===== config.mk =====
export PLATFORM = sky130hd
export DESIGN_NAME = lap_stopwatch_core
export DESIGN_NICKNAME = d
export VERILOG_FILES = /design/src/rtl/lap_stopwatch_core.sv
export SDC_FILE = /design/constraint.sdc
export NUM_CORES = 1
export LEC_CHECK = 0
export BUFFER_PORTS_ARGS = -buffer_cell sky130_fd_sc_hd__buf_2
export CAP_MARGIN = 10
export CORE_ASPECT_RATIO = 0.6
export CORE_UTILIZATION = 25
export CTS_CLUSTER_SIZE = 40
export DETAILED_ROUTE_END_ITERATION = 8
export PLACE_DENSITY = 0.39
export SETUP_SLACK_MARGIN = 0.05
export SYNTH_ARGS = -nofsm -noshare
export SYNTH_HDL_FRONTEND = slang
export SYNTH_SLANG_ARGS = --single-unit

===== constraint.sdc =====
create_clock -name clk -period 3 [get_ports clk]
set_clock_uncertainty 0.1 [all_clocks]
set_input_delay 0.3 -clock clk [delete_from_list [all_inputs] [get_ports clk]]
set_output_delay 0.3 -clock clk [all_outputs]
set_load 0.01 [all_outputs]

===== src/rtl/lap_stopwatch_core.sv =====
// lap_stopwatch_core: MM:SS:CC BCD stopwatch fed by level buttons, with lap capture.
// Build option LAP_MEMORY_EN: when defined, a LAP_DEPTH-entry lap memory with
// recall (VIEW state) is built. When undefined, lap acts as a single split-freeze
// of the display and lap_count/lap_full stay 0.
module lap_stopwatch_core #(
  parameter int CLK_DIV   = 100000,
  parameter int LAP_DEPTH = 4
) (
  input  logic        clk,
  input  logic        rst_n,
  input  logic        ena,
  input  logic        btn_start_stop,
  input  logic        btn_lap,
  input  logic        btn_clear,
  output logic [23:0] disp_bcd,
  output logic        disp_update,
  output logic        running,
  output logic        lap_view,
  output logic [3:0]  lap_count,
  output logic        lap_full
);

  localparam int            PW        = $clog2(CLK_DIV);
  localparam logic [PW-1:0] PRESC_MAX = PW'(CLK_DIV - 1);

  typedef enum logic [1:0] {S_IDLE, S_RUN, S_STOP, S_VIEW} state_t;

  state_t        state_q, state_d;
  logic [2:0]    sync_ss_q, sync_lap_q, sync_clr_q;
  logic          ev_ss_q, ev_lap_q, ev_clr_q;
  logic          ev_ss, ev_lap, ev_clr;
  logic [PW-1:0] presc_q;
  logic [23:0]   time_q;
  logic          do_clear;
  logic [23:0]   disp_prev_q;

`ifdef LAP_MEMORY_EN
  logic          lap_wr, view_start, view_next;
  logic [3:0]    lap_cnt_q, idx_q;
  logic [23:0]   lap_mem [16];
`else
  logic          frz_toggle, frz_release;
  logic          frz_q;
  logic [23:0]   frz_time_q;
`endif

  // One-centisecond BCD increment with digit-wise carries; 59:59:99 wraps to 0.
  function automatic logic [23:0] bcd_inc(input logic [23:0] t);
    logic [3:0] m1, m0, s1, s0, c1, c0;
    {m1, m0, s1, s0, c1, c0} = t;
    if (c0 != 4'd9) c0 = c0 + 4'd1;
    else begin
      c0 = 4'd0;
      if (c1 != 4'd9) c1 = c1 + 4'd1;
      else begin
        c1 = 4'd0;
        if (s0 != 4'd9) s0 = s0 + 4'd1;
        else begin
          s0 = 4'd0;
          if (s1 != 4'd5) s1 = s1 + 4'd1;
          else begin
            s1 = 4'd0;
            if (m0 != 4'd9) m0 = m0 + 4'd1;
            else begin
              m0 = 4'd0;
              if (m1 != 4'd5) m1 = m1 + 4'd1;
              else m1 = 4'd0;
            end
          end
        end
      end
    end
    return {m1, m0, s1, s0, c1, c0};
  endfunction

  // Button conditioning: two sync flops, a delay flop, and a registered rise event.
  always_ff @(posedge clk or negedge rst_n) begin
    if (!rst_n) begin
      sync_ss_q  <= '0;
      sync_lap_q <= '0;
      sync_clr_q <= '0;
      ev_ss_q    <= 1'b0;
      ev_lap_q   <= 1'b0;
      ev_clr_q   <= 1'b0;
    end else if (ena) begin
      // NOTE: non-blocking so each stage samples its pre-edge value; blocking
      // assignments here would collapse the synchroniser chain into one flop.
      sync_ss_q  <= {sync_ss_q[1:0],  btn_start_stop};
      sync_lap_q <= {sync_lap_q[1:0], btn_lap};
      sync_clr_q <= {sync_clr_q[1:0], btn_clear};
      ev_ss_q    <= sync_ss_q[1]  & ~sync_ss_q[2];
      ev_lap_q   <= sync_lap_q[1] & ~sync_lap_q[2];
      ev_clr_q   <= sync_clr_q[1] & ~sync_clr_q[2];
    end
  end

  // Only the highest-priority coincident event survives: clear > start_stop > lap.
  assign ev_clr = ev_clr_q;
  assign ev_ss  = ev_ss_q & ~ev_clr_q;
  assign ev_lap = ev_lap_q & ~ev_ss_q & ~ev_clr_q;

  // FSM state register.
  always_ff @(posedge clk or negedge rst_n) begin
    if (!rst_n)   state_q <= S_IDLE;
    else if (ena) state_q <= state_d;
  end

  // FSM next-state and control strobes.
  always_comb begin
    // NOTE: every signal written here gets a default first, so no path can infer a latch.
    state_d  = state_q;
    do_clear = 1'b0;
`ifdef LAP_MEMORY_EN
    lap_wr     = 1'b0;
    view_start = 1'b0;
    view_next  = 1'b0;
`else
    frz_toggle  = 1'b0;
    frz_release = 1'b0;
`endif
    case (state_q)
      S_IDLE: if (ev_ss) state_d = S_RUN;
      S_RUN: begin
        if (ev_ss) begin
          state_d = S_STOP;
`ifndef LAP_MEMORY_EN
          frz_release = 1'b1;
`endif
        end else if (ev_lap) begin
`ifdef LAP_MEMORY_EN
          lap_wr = ~lap_full;
`else
          frz_toggle = 1'b1;
`endif
        end
      end
      S_STOP: begin
        if (ev_clr) begin
          state_d  = S_IDLE;
          do_clear = 1'b1;
        end else if (ev_ss) begin
          state_d = S_RUN;
        end
`ifdef LAP_MEMORY_EN
        else if (ev_lap && lap_cnt_q != 4'd0) begin
          state_d    = S_VIEW;
          view_start = 1'b1;
        end
`endif
      end
      S_VIEW: begin
`ifdef LAP_MEMORY_EN
        if (ev_clr) begin
          state_d  = S_IDLE;
          do_clear = 1'b1;
        end else if (ev_ss) begin
          state_d = S_RUN;
        end else if (ev_lap) begin
          if (idx_q == lap_cnt_q - 4'd1) state_d = S_STOP;
          else                           view_next = 1'b1;
        end
`else
        state_d = S_IDLE;
`endif
      end
      default: state_d = S_IDLE;
    endcase
  end

  // Prescaler and BCD time: one centisecond per CLK_DIV enabled cycles in RUN.
  // Outside RUN the prescaler holds, preserving the fractional tick across STOP.
  always_ff @(posedge clk or negedge rst_n) begin
    if (!rst_n) begin
      presc_q <= '0;
      time_q  <= '0;
    end else if (ena) begin
      if (do_clear) begin
        presc_q <= '0;
        time_q  <= '0;
      end else if (state_q == S_RUN) begin
        if (presc_q == PRESC_MAX) begin
          presc_q <= '0;
          time_q  <= bcd_inc(time_q);
        end else begin
          presc_q <= presc_q + PW'(1);
        end
      end
    end
  end

`ifdef LAP_MEMORY_EN
  // Lap storage: an accepted lap stores the time registered in that cycle (pre-tick).
  // NOTE: the lap memory has no reset; entries at or above lap_count are never read.
  always_ff @(posedge clk) begin
    if (ena && lap_wr) lap_mem[lap_cnt_q] <= time_q;
  end

  // Lap count and recall index.
  always_ff @(posedge clk or negedge rst_n) begin
    if (!rst_n) begin
      lap_cnt_q <= '0;
      idx_q     <= '0;
    end else if (ena) begin
      if (do_clear) begin
        lap_cnt_q <= '0;
        idx_q     <= '0;
      end else begin
        if (lap_wr) lap_cnt_q <= lap_cnt_q + 4'd1;
        if (view_start)     idx_q <= '0;
        else if (view_next) idx_q <= idx_q + 4'd1;
      end
    end
  end

  assign lap_count = lap_cnt_q;
  assign lap_full  = (lap_cnt_q == 4'(LAP_DEPTH));
  assign lap_view  = (state_q == S_VIEW);
  assign disp_bcd  = lap_view ? lap_mem[idx_q] : time_q;
`else
  // Split freeze: first lap in RUN latches the display, the next one releases it.
  always_ff @(posedge clk or negedge rst_n) begin
    if (!rst_n) begin
      frz_q      <= 1'b0;
      frz_time_q <= '0;
    end else if (ena) begin
      if (do_clear || frz_release) begin
        frz_q <= 1'b0;
      end else if (frz_toggle) begin
        frz_q <= ~frz_q;
        if (!frz_q) frz_time_q <= time_q;
      end
    end
  end

  assign lap_count = 4'd0;
  // lap_count is 0 in this build, so this is 0 for every legal LAP_DEPTH (>= 1).
  assign lap_full  = (lap_count == 4'(LAP_DEPTH));
  assign lap_view  = frz_q;
  assign disp_bcd  = frz_q ? frz_time_q : time_q;
`endif

  assign running = (state_q == S_RUN);

  // Display-change strobe. Deliberately not gated by ena, so it always falls
  // back to 0 once disp_bcd stops changing (disp_bcd itself is frozen by ena).
  always_ff @(posedge clk or negedge rst_n) begin
    if (!rst_n) begin
      disp_prev_q <= '0;
      disp_update <= 1'b0;
    end else begin
      disp_prev_q <= disp_bcd;
      disp_update <= (disp_bcd != disp_prev_q);
    end
  end

endmodule


# Word level (Yosys, flattened, before mapping)

Cells that the tools add are included.
Widths: inputs -> output; s select.

Reductions and logical operators: 15
Add/sub/neg operators: 7
Bitwise gates (word level): 13
Mux-type cells: 41
Equality and inequality tests: 17

Operator list:

| kind                  | count |
|---|---|
| $mux 24               | 4 |
| $mux 4                | 21 |
| $mux 17               | 3 |
| $add 4x1->4 const B   | 6 |
| $ne 24x24->1          | 1 |
| $add 17x1->17 const B | 1 |
| $eq 17x17->1 const B  | 1 |
| $ne 4x4->1 const B    | 4 |
| $ne 2x2->1 const B    | 5 |
| $mux 1                | 9 |
| $ne 4x3->1 const B    | 2 |
| $pmux 2 s4            | 1 |
| $reduce_and 8->1      | 1 |
| $not 1->1             | 7 |
| $reduce_and 7->1      | 1 |
| $and 1x1->1           | 6 |
| $mux 2                | 3 |
| $reduce_and 2->1      | 3 |
| $reduce_and 3->1      | 2 |
| $reduce_and 6->1      | 1 |
| $reduce_bool 2->1     | 3 |
| $reduce_and 5->1      | 1 |
| $eq 2x2->1 const B    | 2 |
| $reduce_and 4->1      | 1 |
| 4 further kinds       | 4 |

Flip-flop bits (word level): 105
Input bits: 6
Logic and storage cells: 111
Output and inout port bits: 32

# Longest topological paths before layout

Depth in word-level cells: 10
Depth in mapped cells: 8
Gate-level depth less buffers: 8

# Worst setup path before layout

No wires, ideal clock.

Kind: register to register
From: register frz_q, in the netlist lap_view
To: register disp_update
Setup slack: 0.866 ns
Period minus slack after synthesis: 2.134 ns
Library setup time: 0.136 ns
Arrival: 1.898 ns
Stages on the path, launching flop included: 7
Required time: 2.764 ns
Buffers on the path: 2
Cell sequence: dfrtp_1 buf_1 clkbuf_1 o21ai_0 xor2_1 nor4_1 nand3_1

Word-level cells in the longest chain between the ends: 2

Ends and longest elaborated chain:

| item                   | line | text |
|---|---|---|
| start, declared        | 43   | `logic frz_q;` |
| start signal, assigned | 229  | `frz_q <= ~frz_q;` |
| $mux 24                | -    |  |
| via disp_bcd[9]        | 15   | `output logic [23:0] disp_bcd,` |
| $ne 24x24->1           | 252  | `disp_update <= (disp_bcd != disp_prev_q);` |
| end signal, assigned   | 252  |  |
| end, declared          | 16   | `output logic disp_update,` |

The timed path passes the listed nets, and every way through them passes these cells.
A chain may end at the register's enable or synchronous reset.

# Worst setup path after layout

From: register time_q[1]
To: register time_q[18]

Word-level cells in the longest chain between the ends: 3

Ends and longest elaborated chain:

| item                              | line | text |
|---|---|---|
| start, declared                   | 33   | `logic [23:0] time_q;` |
| start signal, assigned            | 183  | `time_q <= bcd_inc(time_q);` |
| $ne 4x4->1                        | 51   | `if (c0 != 4'd9) c0 = c0 + 4'd1;` |
| $ne 2x2->1 (no source line)       | -    |  |
| $reduce_and 7->1 (no source line) | -    |  |

Every way passes these cells.

==> impl_table.tex <==
\begin{tabular}{lr}
\hline
Metric & Value \\
\hline
\multicolumn{2}{l}{\textbf{Final layout}} \\
Area taken by multi-input logic gates & roughly 2200 um\^{}2 \\
Filler instances & 2001 \\
Share of cells above drive strength 1 & 24.44\% \\
Diode insertion count for antenna repair & 0 \\
P\&R area growth vs syn & 17.27\% \\
Register Area & between 2000 and 3000 um\^{}2 \\
Cell Count, Final, Fillers Out & $\sim$760 \\
Total number of nets in the final design & around 510 \\
\multicolumn{2}{l}{\textbf{Place}} \\
Port Buf Inserts & 32 \\
Final Wtd Congestion & about 0.76 \\
Placed cell count & 744 \\
Total half-perimeter wirelength after legalization and detailed placement & $\sim$8.5 mm \\
\multicolumn{2}{l}{\textbf{GRT}} \\
Total GRT Usage & 12.46\% \\
Grt total ovfl & 0 \\
Via count of the first global-routing pass & 3343 \\
Initial antenna violation count & 1 \\
Largest net degree at the start of global routing & 56 \\
Global-route wire length before repair & 19.26 mm \\
\multicolumn{2}{l}{\textbf{Power and ir drop}} \\
Leakage power total & around 2.7 nW \\
Sequential share of power & approximately 45\% \\
Comb power frac & between 20\% and 30\% \\
Int Power & approximately 0.0027 W \\
Worst-case vdd ir drop & slightly above 0.3 mV \\
Net load switching power & between 0.001 and 0.0015 W \\
Pwr per Cell Area & roughly 680 nW/um\^{}2 \\
Sw frac & between 30\% and 40\% \\
Share of total power in the clock network & about 30\% \\
\multicolumn{2}{l}{\textbf{Synth}} \\
Cell variety after synth & 49 \\
Most frequent cells after synthesis & 105 x sky130\_fd\_sc\_hd\_\_dfrtp\_1, 50 x sky130\_fd\_sc\_hd\_\_mux2\_2, 37 x sky130\_fd\_sc\_hd\_\_nand2\_1, 34 x sky130\_fd\_sc\_hd\_\_o21ai\_0, 27 x sky130\_fd\_sc\_hd\_\_nor2\_1 \\
Main area contributors after synthesis & sky130\_fd\_sc\_hd\_\_dfrtp\_1 53\%, sky130\_fd\_sc\_hd\_\_mux2\_2 11\%, sky130\_fd\_sc\_hd\_\_o21ai\_0 3.4\% \\
Share of async-settable or async-resettable flops after synthesis & between 90\% and 100\% \\
Adder-cell share of the synthesized area & under 10\% \\
Xor-xnor portion of the synthesized cell area & under 10\% \\
Largest family of logic cells by synthesized area & simple AND/OR/NAND/NOR gates \\
Post-synthesis area per instance & 11.21 um\^{}2 \\
Count of state elements after synthesis & about 110 \\
Yosys top cell by area & sky130\_fd\_sc\_hd\_\_dfrtp\_1 \\
Portion of the post-synthesis area used by sequential elements & between 50\% and 60\% \\
Fraction of synthesized cell area taken by the top area cell type & a little over half \\
Post-synth EDFFs & 0 \\
Post-synthesis compound-gate area fraction & about 9.0\% \\
Summed instance area of the synthesized netlist & roughly 5000 um\^{}2 \\
Fraction of synthesized area in multiplexers & a little under an eighth \\
Leading cell type by number of instances after synthesis & sky130\_fd\_sc\_hd\_\_dfrtp\_1 \\
Post-synthesis share of cell area spent on and, or, nand and nor gates & roughly 14\% \\
Most used flip-flop cell after synthesis & sky130\_fd\_sc\_hd\_\_dfrtp\_1 \\
Instance count of the mapped netlist & 444 \\
Synthesis Warnings & 0 \\
\multicolumn{2}{l}{\textbf{Floorplanning}} \\
Placeable core region & $\sim$19000 um\^{}2 \\
Y dimension of the die & approximately 110 um \\
I/O pin count & 38 \\
Chip Width & 184.1 um \\
Std-Cell Rows & 39 \\
Die Footprint & 20490 um\^{}2 \\
Initial core utilization & between 20 and 30\% \\
\multicolumn{2}{l}{\textbf{Timing}} \\
Setup Viol. Count Final & 0 \\
Slew Viols, Final & 0 \\
Pin slew with the least headroom to its limit & 0.6523 ns \\
Period utilisation layout & between 80 and 90\% \\
Setup repair after global routing missed its margin & no \\
Number of endpoints with negative hold slack in the final report & 0 \\
Setup total negative slack & 0 ns \\
Relative max-transition margin & a little under three fifths \\
Post-route minimum period & about 2.5 ns \\
Post-Route Hold Slack & between 0.07 and 0.08 ns \\
Max Clock Freq & around 0.40 GHz \\
\multicolumn{2}{l}{\textbf{Clock network}} \\
Num Clock Sinks & around 110 \\
Insertion delay of the later-clocked pin in the worst-skew pair & 0.35 ns \\
Clock-pin transition on the worst setup and hold timing paths & 0.07 ns \\
Number of H-tree levels & 3 \\
TritonCTS clock tree & done \\
Clock Root Buffer & sky130\_fd\_sc\_hd\_\_clkbuf\_16 \\
Clock buffers created by TritonCTS & 9 \\
Post-CTS Resized & 0 \\
Number of buffers between clock root and the deepest sink & 2 \\
\multicolumn{2}{l}{\textbf{Setup path}} \\
Crit path max-delay family & simple AND/OR/NAND/NOR gates \\
Cell Chain, Critical Path & inv\_1 > ha\_1 > nand3b\_1 > nor4\_4 > nor2\_2 > or3\_4 > o41ai\_1 \\
Required time worst endpoint & between 3 and 4 ns \\
Sort of element at the end of the critical path & flip-flop \\
Signal arrival time at the worst endpoint & between 2 and 3 ns \\
Critical path type & reg -> reg \\
Slowest stage cell on the critical path & sky130\_fd\_sc\_hd\_\_or3\_4 \\
Critical path startpoint category & flip-flop \\
Crit path buffers/inverters & 1 \\
Maximum net fanout on the critical path & 16 \\
Maximum single-stage delay on the critical path & about 0.44 ns \\
\multicolumn{2}{l}{\textbf{Drt}} \\
Final antenna-violating net count & 0 \\
Via total after detailed routing & about 3400 \\
DRC violation count after routing & 0 \\
DRC violation total after the first TritonRoute iteration & 191 \\
Average wire length per cell after detail routing & approximately 15 um \\
Total wire length after detailed routing & 11.72 mm \\
Length of the first detailed-routing pass in iterations & 4 \\
Via-to-Cell Ratio & about 4.5 \\
\multicolumn{2}{l}{\textbf{Status}} \\
Run status & finished clean \\
\multicolumn{2}{l}{\textbf{Job}} \\
Maxcap violations & 0 \\
\multicolumn{2}{l}{\textbf{Min path}} \\
Min-delay worst type & in -> reg \\
\hline
\end{tabular}
[stage by stage]
stage / worst slack (ns) / total power [W] / area (um^2) / util (%)
after floorplan: 0.8660 / 0.002382 / 4991 / -
after global placement: 0.5226 / 0.002816 / 5528 / 28.68
after detailed placement: 0.5372 / 0.002821 / 5528 / 28.68
after CTS: 0.5061 / 0.004053 / 5836 / 30.28
after global routing: 0.3786 / 0.004254 / 5836 / 30.28
final: 0.5225 / 0.003967 / 5836 / 30.28
[cells in the final DEF (no fill, tap or decap), drive strengths merged, types with 2 or more instances in the layout]
| cell type | count |
|---|---|
| or2 | 3 |
| nand4 | 6 |
| nor2b | 3 |
| nand3b | 8 |
| o41ai | 6 |
| or3 | 2 |
| nor2 | 28 |
| xnor2 | 18 |
| nand2 | 37 |
| a21o | 6 |
| clkbuf | 11 |
| xor2 | 18 |
| o31ai | 7 |
| nand2b | 2 |
| clkinv | 2 |
| and3 | 6 |
| and2 | 4 |
| nor3 | 5 |
| buf | 48 |
| ha | 13 |
| o22ai | 5 |
| conb | 5 |
| o211ai | 2 |
| mux2 | 50 |
| dfrtp | 105 |
| nand3 | 17 |
| clkinvlp | 2 |
| inv | 15 |
| nor4 | 8 |
| o21ai | 38 |
[state kept, by name, summed over array words and instances, names as in the netlist, 2 cells and up]
register / flops
disp_prev_q: 24
frz_time_q: 24
presc_q: 17
state_q: 2
sync_clr_q: 3
sync_lap_q: 3
sync_ss_q: 3
time_q: 24
[final timing paths]
check                                          start                        end  cells after the start  slack (ns)
setup / recovery               time_q[1]$_DFFE_PN0P_     time_q[18]$_DFFE_PN0P_                      7        0.52
hold / removal                             btn_clear  sync_clr_q[0]$_DFFE_PN0P_                      2        0.08
setup reg to reg               time_q[1]$_DFFE_PN0P_     time_q[18]$_DFFE_PN0P_                      7        0.52
hold reg to reg            sync_lap_q[2]$_DFFE_PN0P_       ev_lap_q$_DFFE_PN0P_                      1        0.35
max in group asynchronous                      rst_n     presc_q[5]$_DFFE_PN0P_                      3        1.78
min in group asynchronous                      rst_n    presc_q[14]$_DFFE_PN0P_                      2        0.30
[metal layers]
metal / GRT usage, % / part of all wire [%]
met4: 2.833 / 0.90
met5: 0 / 0.11
met2: 15.76 / 37
met3: 4.008 / 4.2
met1: 19.72 / 58
[final cells by class]
| type | count | area share, % |
|---|---|---|
| Sequential cell | 105 | 45.03 |
| Multi-Input combinational cell | 310 | 37.97 |
| Tap cell | 266 | 5.703 |
| Timing Repair Buffer | 49 | 5.232 |
| Clock buffer | 11 | 4.160 |
| Inverter | 15 | 0.9648 |
| Clock inverter | 5 | 0.9434 |
[cells by family (layout without fill, tap and decap cells)]
kind of cell	Yosys count	count (layout)
AOI/OAI and AO/OA	70	70
xor gates and xnor gates	36	36
other	1	5
muxes	50	50
adders and majority gates	13	13
DFF	105	105
and+or+nand+nor	136	136
buffers and inverters	33	80
[power groups by stage]
stage | sequential, W | clock (W) | combinational (W)
global route | 0.00181 | 0.00131 | 0.00114
CTS | 0.00177 | 0.00125 | 0.00103
global placement | 0.00179 | 0 | 0.00103
finish | 0.00177 | 0.00119 | 0.00101
detailed placement | 0.00180 | 0 | 0.00102
floorplan | 0.00175 | 0 | 0.000632
[what timing repair did]
action / CTS / global route
hold buffers: 1 / 0
setup buffers: 0 / 0
endpoints found under the hold margin: 19 / 0
No activity file was read; power rests on OpenSTA's default activity.
